`src/rtl/sys_ctrl_pkg.sv`:
```
// Shared opcodes, controller state encoding and result sizing for sys_ctrl_gen2.
package sys_ctrl_pkg;

    localparam logic [7:0] OP_WRITE   = 8'hAA;
    localparam logic [7:0] OP_READ    = 8'hBB;
    localparam logic [7:0] OP_ALU_OPS = 8'hCC;
    localparam logic [7:0] OP_ALU     = 8'hDD;
    localparam logic [7:0] OP_BURST   = 8'hEE;

    typedef enum logic [3:0] {
        IDLE,
        GET_ADDR,
        GET_DATA,
        GET_CNT,
        GET_A,
        GET_B,
        GET_FUN,
        WR_A,
        WR_B,
        RD_REQ,
        RD_WAIT,
        ALU_REQ,
        ALU_WAIT,
        TX_SEND,
        TX_WAIT_HI,
        TX_WAIT_LO
    } state_e;

    // Number of TX bytes needed to carry an ALU result of out_w bits.
    function automatic int unsigned out_bytes(input int unsigned out_w, input int unsigned data_w);
        return (out_w + data_w - 1) / data_w;
    endfunction

endpackage

```
`src/rtl/frame_timer.sv`:
```
// Idle-cycle counter for in-frame timeout; saturates at the limit, inert when the limit is 0.
module frame_timer #(
    parameter int unsigned TIMEOUT_CYCLES = 4096
) (
    input  logic clk,
    input  logic rst_n,
    input  logic clear,
    input  logic enable,
    output logic expired_c
);

    localparam int unsigned CNT_W = (TIMEOUT_CYCLES == 0) ? 1 : $clog2(TIMEOUT_CYCLES + 1);
    localparam logic [CNT_W-1:0] LIMIT = CNT_W'(TIMEOUT_CYCLES);

    logic [CNT_W-1:0] count;

    assign expired_c = (TIMEOUT_CYCLES != 0) && (count == LIMIT);

    always_ff @(posedge clk or negedge rst_n) begin
        if (!rst_n) begin
            count <= '0;
        end else if (clear) begin
            count <= '0;
        end else if (enable && !expired_c) begin
            count <= count + CNT_W'(1);
        end
    end

endmodule

```
`src/rtl/sys_ctrl_gen2.sv`:
```
// Second-generation system controller: decodes UART command frames into register,
// burst-read and ALU transactions and streams results back over UART TX.
module sys_ctrl_gen2
    import sys_ctrl_pkg::*;
#(
    parameter int unsigned DATA_WIDTH     = 8,
    parameter int unsigned ADDRESS_WIDTH  = 4,
    parameter int unsigned ALU_FUN_WIDTH  = 4,
    parameter int unsigned ALU_OUT_WIDTH  = 16,
    parameter int unsigned TIMEOUT_CYCLES = 4096
) (
    input  logic                     CLK,
    input  logic                     RST,
    input  logic [DATA_WIDTH-1:0]    RX_P_DATA,
    input  logic                     RX_data_valid,
    input  logic                     TX_Busy,
    input  logic [DATA_WIDTH-1:0]    RdData,
    input  logic                     RdData_Valid,
    input  logic [ALU_OUT_WIDTH-1:0] ALU_OUT,
    input  logic                     ALU_OUT_VALID,
    output logic [DATA_WIDTH-1:0]    WrData,
    output logic [ADDRESS_WIDTH-1:0] Address,
    output logic                     WrEn,
    output logic                     RdEn,
    output logic [ALU_FUN_WIDTH-1:0] ALU_FUN,
    output logic                     ALU_EN,
    output logic                     CLK_EN,
    output logic                     CLK_DIV_EN,
    output logic [DATA_WIDTH-1:0]    TX_P_DATA,
    output logic                     TX_DATA_VALID,
    output logic                     FRAME_ERR
);

    localparam int unsigned OUT_BYTES = out_bytes(ALU_OUT_WIDTH, DATA_WIDTH);
    localparam int unsigned SHIFT_W   = OUT_BYTES * DATA_WIDTH;
    localparam int unsigned CNT_W     = ((DATA_WIDTH + 1) > $clog2(OUT_BYTES + 1))
                                        ? (DATA_WIDTH + 1) : $clog2(OUT_BYTES + 1);
    // A burst count byte of zero means a full 2^DATA_WIDTH bytes.
    localparam logic [CNT_W-1:0] CNT_FULL = CNT_W'(1) << DATA_WIDTH;

    state_e                   state;
    logic [DATA_WIDTH-1:0]    op_q;
    logic [DATA_WIDTH-1:0]    a_q;
    logic [DATA_WIDTH-1:0]    b_q;
    logic [ADDRESS_WIDTH-1:0] addr_q;
    logic [SHIFT_W-1:0]       shift_q;
    logic [CNT_W-1:0]         remaining_q;
    logic                     burst_q;
    logic                     in_get_c;
    logic                     timeout_c;

    assign in_get_c = state inside {GET_ADDR, GET_DATA, GET_CNT, GET_A, GET_B, GET_FUN};

    frame_timer #(
        .TIMEOUT_CYCLES(TIMEOUT_CYCLES)
    ) u_frame_timer (
        .clk      (CLK),
        .rst_n    (RST),
        .clear    (RX_data_valid || !in_get_c),
        .enable   (in_get_c),
        .expired_c(timeout_c)
    );

    always_ff @(posedge CLK or negedge RST) begin
        if (!RST) begin
            state         <= IDLE;
            op_q          <= '0;
            a_q           <= '0;
            b_q           <= '0;
            addr_q        <= '0;
            shift_q       <= '0;
            remaining_q   <= '0;
            burst_q       <= 1'b0;
            WrData        <= '0;
            Address       <= '0;
            WrEn          <= 1'b0;
            RdEn          <= 1'b0;
            ALU_FUN       <= '0;
            ALU_EN        <= 1'b0;
            CLK_EN        <= 1'b0;
            CLK_DIV_EN    <= 1'b0;
            TX_P_DATA     <= '0;
            TX_DATA_VALID <= 1'b0;
            FRAME_ERR     <= 1'b0;
        end else begin
            WrEn          <= 1'b0;
            RdEn          <= 1'b0;
            ALU_EN        <= 1'b0;
            TX_DATA_VALID <= 1'b0;
            FRAME_ERR     <= 1'b0;
            CLK_DIV_EN    <= 1'b1;

            case (state)
                IDLE: begin
                    if (RX_data_valid) begin
                        op_q <= RX_P_DATA;
                        if (RX_P_DATA == DATA_WIDTH'(OP_WRITE) || RX_P_DATA == DATA_WIDTH'(OP_READ) ||
                            RX_P_DATA == DATA_WIDTH'(OP_BURST)) begin
                            state <= GET_ADDR;
                        end else if (RX_P_DATA == DATA_WIDTH'(OP_ALU_OPS)) begin
                            state <= GET_A;
                        end else if (RX_P_DATA == DATA_WIDTH'(OP_ALU)) begin
                            state <= GET_FUN;
                        end else begin
                            FRAME_ERR <= 1'b1;
                        end
                    end
                end
                GET_ADDR: begin
                    if (RX_data_valid) begin
                        addr_q <= ADDRESS_WIDTH'(RX_P_DATA);
                        if (op_q == DATA_WIDTH'(OP_WRITE)) begin
                            state <= GET_DATA;
                        end else if (op_q == DATA_WIDTH'(OP_READ)) begin
                            Address     <= ADDRESS_WIDTH'(RX_P_DATA);
                            RdEn        <= 1'b1;
                            remaining_q <= CNT_W'(1);
                            burst_q     <= 1'b0;
                            state       <= RD_REQ;
                        end else begin
                            state <= GET_CNT;
                        end
                    end
                end
                GET_DATA: begin
                    if (RX_data_valid) begin
                        Address <= addr_q;
                        WrData  <= RX_P_DATA;
                        WrEn    <= 1'b1;
                        state   <= IDLE;
                    end
                end
                GET_CNT: begin
                    if (RX_data_valid) begin
                        remaining_q <= (RX_P_DATA == '0) ? CNT_FULL : CNT_W'(RX_P_DATA);
                        burst_q     <= 1'b1;
                        Address     <= addr_q;
                        RdEn        <= 1'b1;
                        state       <= RD_REQ;
                    end
                end
                GET_A: begin
                    if (RX_data_valid) begin
                        a_q   <= RX_P_DATA;
                        state <= GET_B;
                    end
                end
                GET_B: begin
                    if (RX_data_valid) begin
                        b_q   <= RX_P_DATA;
                        state <= GET_FUN;
                    end
                end
                GET_FUN: begin
                    if (RX_data_valid) begin
                        ALU_FUN <= ALU_FUN_WIDTH'(RX_P_DATA);
                        if (op_q == DATA_WIDTH'(OP_ALU_OPS)) begin
                            Address <= '0;
                            WrData  <= a_q;
                            WrEn    <= 1'b1;
                            state   <= WR_A;
                        end else begin
                            ALU_EN <= 1'b1;
                            CLK_EN <= 1'b1;
                            state  <= ALU_REQ;
                        end
                    end
                end
                WR_A: begin
                    Address <= ADDRESS_WIDTH'(1);
                    WrData  <= b_q;
                    WrEn    <= 1'b1;
                    state   <= WR_B;
                end
                WR_B: begin
                    ALU_EN <= 1'b1;
                    CLK_EN <= 1'b1;
                    state  <= ALU_REQ;
                end
                RD_REQ: state <= RD_WAIT;
                RD_WAIT: begin
                    if (RdData_Valid) begin
                        shift_q <= SHIFT_W'(RdData);
                        state   <= TX_SEND;
                    end
                end
                ALU_REQ: state <= ALU_WAIT;
                ALU_WAIT: begin
                    if (ALU_OUT_VALID) begin
                        shift_q     <= SHIFT_W'(ALU_OUT);
                        CLK_EN      <= 1'b0;
                        remaining_q <= CNT_W'(OUT_BYTES);
                        burst_q     <= 1'b0;
                        state       <= TX_SEND;
                    end
                end
                TX_SEND: begin
                    if (!TX_Busy) begin
                        TX_P_DATA     <= shift_q[DATA_WIDTH-1:0];
                        TX_DATA_VALID <= 1'b1;
                        state         <= TX_WAIT_HI;
                    end
                end
                TX_WAIT_HI: begin
                    if (TX_Busy) begin
                        state <= TX_WAIT_LO;
                    end
                end
                TX_WAIT_LO: begin
                    // Byte fully shifted out: next burst address, next result byte, or done.
                    if (!TX_Busy) begin
                        remaining_q <= remaining_q - CNT_W'(1);
                        if (remaining_q == CNT_W'(1)) begin
                            state <= IDLE;
                        end else if (burst_q) begin
                            addr_q  <= addr_q + ADDRESS_WIDTH'(1);
                            Address <= addr_q + ADDRESS_WIDTH'(1);
                            RdEn    <= 1'b1;
                            state   <= RD_REQ;
                        end else begin
                            shift_q <= shift_q >> DATA_WIDTH;
                            state   <= TX_SEND;
                        end
                    end
                end
                default: state <= IDLE;
            endcase

            // Silence inside a frame abandons it; a byte arriving on the same cycle takes priority.
            if (in_get_c && !RX_data_valid && timeout_c) begin
                FRAME_ERR <= 1'b1;
                state     <= IDLE;
            end
        end
    end

endmodule

```
`config.mk`:
```
export PLATFORM = sky130hd
export DESIGN_NAME = sys_ctrl_gen2
export DESIGN_NICKNAME = d
export VERILOG_FILES = /design/src/rtl/sys_ctrl_pkg.sv /design/src/rtl/frame_timer.sv /design/src/rtl/sys_ctrl_gen2.sv
export SDC_FILE = /design/constraint.sdc
export NUM_CORES = 1
export LEC_CHECK = 0
export BUFFER_PORTS_ARGS = -buffer_cell sky130_fd_sc_hd__buf_4
export CORE_ASPECT_RATIO = 0.6
export CORE_MARGIN = 2
export CORE_UTILIZATION = 61
export CTS_CLUSTER_DIAMETER = 60
export DETAILED_ROUTE_END_ITERATION = 16
export PLACE_DENSITY = 0.83
export SKIP_CTS_REPAIR_TIMING = 1
export SYNTH_ARGS = -nofsm -noshare
export SYNTH_HDL_FRONTEND = slang
export SYNTH_HIERARCHICAL = 1
export SYNTH_SLANG_ARGS = --single-unit
```
`constraint.sdc`:
```
create_clock -name CLK -period 3.5 [get_ports CLK]
set_clock_uncertainty 0.2 [all_clocks]
set_input_delay 0.175 -clock CLK [delete_from_list [all_inputs] [get_ports CLK]]
set_output_delay 0.175 -clock CLK [all_outputs]
set_load 0.005 [all_outputs]
```
==> results.cfg <==
[clock_tree]
cts_tree = done
clock_sinks = 102
clkTransAtPathRegs_ns = 0.07
clock_latency_ns = 0.35
numCtsBuffers = 9
root_buffer = clkbuf_16
h-tree-depth = 3
cts_buffer_depth = 2

[worst_setup_path]
startpoint_type = flop
critical_path_class = flop to flop
critPathSlowestCell = dfrtp_1
crit_arrival_ns = 2.86
path_max_fanout = 29
critPathRequiredTime_ns = 3.50
cpPeakStageDelay_ns = 1.00
path_delay_family = compound AO/OA/AOI/OAI gates
worst-path-buf-inv = 0
startpoint = state[1]
cp-end-kind = flop
reg2reg_slack_ns = 0.64
reg2reg_from = state[1]
path_cells = nand4_4 -> o31ai_1 -> a2111oi_0 -> a2111oi_1

[placed_design]
gp_congestion = 0.948
io_buffers = 68
hpwlAfterDp_mm = 10.2

[floorplan]
start_util = 0.632
die-area_sq_um = 10400
ios = 69
die_y_microns = 79.8
core-area_sq_um = 9260
die_w_microns = 130
rows = 27

[grt]
grt_pass1_wl_mm = 23.1
grt_max_degree = 67
antenna_found_initial = 0
grt_usage = 0.288
grt_pass1_vias = 4578
overflow = 0

[logic_synthesis]
avgSynthCellArea_sq_um = 10.2
syn_nets = 614
synth_warnings = 6
synth.area.top_cells = dfrtp_1, mux2_2, mux2i_1, o21ai_0, a21oi_1
synth_top_area_frac = 0.437
syn-cell-area_sq_um = 5850
synth_top_cell_by_area = dfrtp_1
synth_top_flop_cell = dfrtp_1
ys_seq_area_frac = 0.437
synth-seq-cells = 102
synthArstFlopShare = 1.00
synth_edf_count = 0
synth_cell_type_count = 84
synthCells = 571

[cells_and_area]
finalNetCount = 686
diodes = 0
seq_area_sq_um = 2550
layout-drive-gt1-share = 0.275
final_cell_mix = dfrtp_1, buf_4, mux2_2, nor2_1, nand2_1
fill_cells = 640
multiInputGateArea_sq_um = 2970
syn_to_final_growth_pct = 17.3
final_common_cell = dfrtp_1
utilization = 0.741

[route]
drc = 0
ant_nets = 0
wl_mm = 14.4
drtPass1Iterations = 6
wl_per_cell_microns = 18.5
drt-initial-drc-count = 513
vias = 4840
vias_per_cell = 6.22

[timing]
period_needed_ns = 2.86
hold_viol_final = 0
fmax_mhz = 349
slew_viol_final = 0
finalCritPeriodShare = 0.818
worst_pin_slew_ns = 1.00
setup_tns_ns = 0
grt_setup_unrepaired = false
setup_violations = 0
slew_headroom = 0.331

[power]
p_leak_nw = 2.91
power_density_nw_per_um2 = 855
peakVddDrop_mv = 0.422

[worst_hold_path]
hold_path_class = input port to flop
hold_start = RX_P_DATA[2]

[outcome]
outcome = complete, no violations

[run]
cap_violations = 0
==> cell families after synthesis <==
logic type / Yosys count / synth area share
AOI/OAI and AO/OA: 128 / 0.156
xor gates and xnor gates: 12 / 0.0180
adders and majority gates: 5 / 0.0107
buffers and inverters: 68 / 0.0563
DFF: 102 / 0.437
muxes: 77 / 0.143
other: 1 / 0.000641
and+or+nand+nor: 178 / 0.178
==> where the power goes <==
| group | internal (mW) | switching (mW) | total [mW] |
|---|---|---|---|
| Combinational | 1.30 | 1.45 | 2.75 |
| Sequential | 1.66 | 0.504 | 2.16 |
| Clock | 0.491 | 0.463 | 0.954 |
| Total | 3.45 | 2.41 | 5.87 |
==> final cells by class <==
type,count,share of cell area
Sequential cell,102,0.372
Inverter,31,0.0170
Clock buffer,9,0.0328
Multi-Input combinational cell,401,0.432
Clock inverter,7,0.00802
Tap cell,130,0.0237
Timing Repair Buffer,98,0.114
==> layer usage <==
| layer | up-vias | part of all wire | global-route usage | wire length, microns |
|---|---|---|---|---|
| li1 | 2209 | - | - | - |
| met1 | 2352 | 0.45 | 0.426 | 6440 |
| met2 | 255 | 0.44 | 0.419 | 6360 |
| met3 | 24 | 0.098 | 0.0751 | 1410 |
| met4 | 0 | 0.014 | 0.0809 | 206 |
| met5 | - | 0 | 0 | 0 |
==> flip-flops by register name (all words and copies together) (netlist names), 4 cells and up <==
name	flops
op_q	8
addr_q	4
Address	4
u_frame_timer/count	13
shift_q	16
b_q	8
remaining_q	9
ALU_FUN	4
TX_P_DATA	8
state	4
a_q	8
WrData	8
==> per-stage QoR <==
| stage | power (mW) | setup WS [ns] | cells | hold WS (ns) | area, sq um |
|---|---|---|---|---|---|
| 4_1_cts | 5.81 | 0.757 | 759 | -0.256 | 6670 |
| 5_1_grt | 6.23 | 0.522 | 778 | 0.00610 | 6860 |
| 2_1_floorplan | 4.05 | 1.35 | 571 | -0.321 | 5850 |
| 6_report | 5.87 | 0.637 | 778 | 0.00206 | 6860 |
| 3_3_place_gp | 4.70 | 0.921 | 743 | 0.112 | 6390 |
| 3_5_place_dp | 4.82 | 0.806 | 743 | 0.125 | 6390 |
==> path summary, 6_finish.rpt <==
check / to / depth (start not counted)
worst max register to register: state[2] / 4
worst max-delay path: state[2] / 4
worst min register to register: TX_P_DATA[7] / 1
min in group asynchronous: Address[1] / 2
max in group asynchronous: ALU_FUN[3] / 3
worst min-delay path: a_q[2] / 2
==> worst reg2reg max path, stage by stage, from the launching register on <==
cell and delay [ns]:
dfrtp_1 1.00, nand4_4 0.39, o31ai_1 0.51, a2111oi_0 0.15, a2111oi_1 0.47
==> cell usage after synthesis, types with 3 or more instances <==
cell / count
and4bb_2: 4
nand2b_1: 4
a31oi_1: 3
nor3_2: 3
ha_1: 5
a22oi_1: 6
nand4_1: 5
o21ai_0: 31
nor2_1: 40
nor2b_1: 4
buf_4: 8
nor4_1: 6
mux2_2: 48
and2_1: 8
and3_1: 5
a21o_1: 3
buf_2: 14
a22o_1: 4
dfrtp_1: 102
nor3_1: 19
clkbuf_1: 12
nor3b_1: 5
nand3_1: 6
xnor2_1: 8
nor2_2: 3
a21oi_1: 30
xor2_1: 4
o211ai_1: 9
inv_1: 31
o221ai_1: 7
nor4_2: 3
a32o_1: 3
nand2_1: 39
mux2i_1: 26
(Power assumes the default switching activity.)
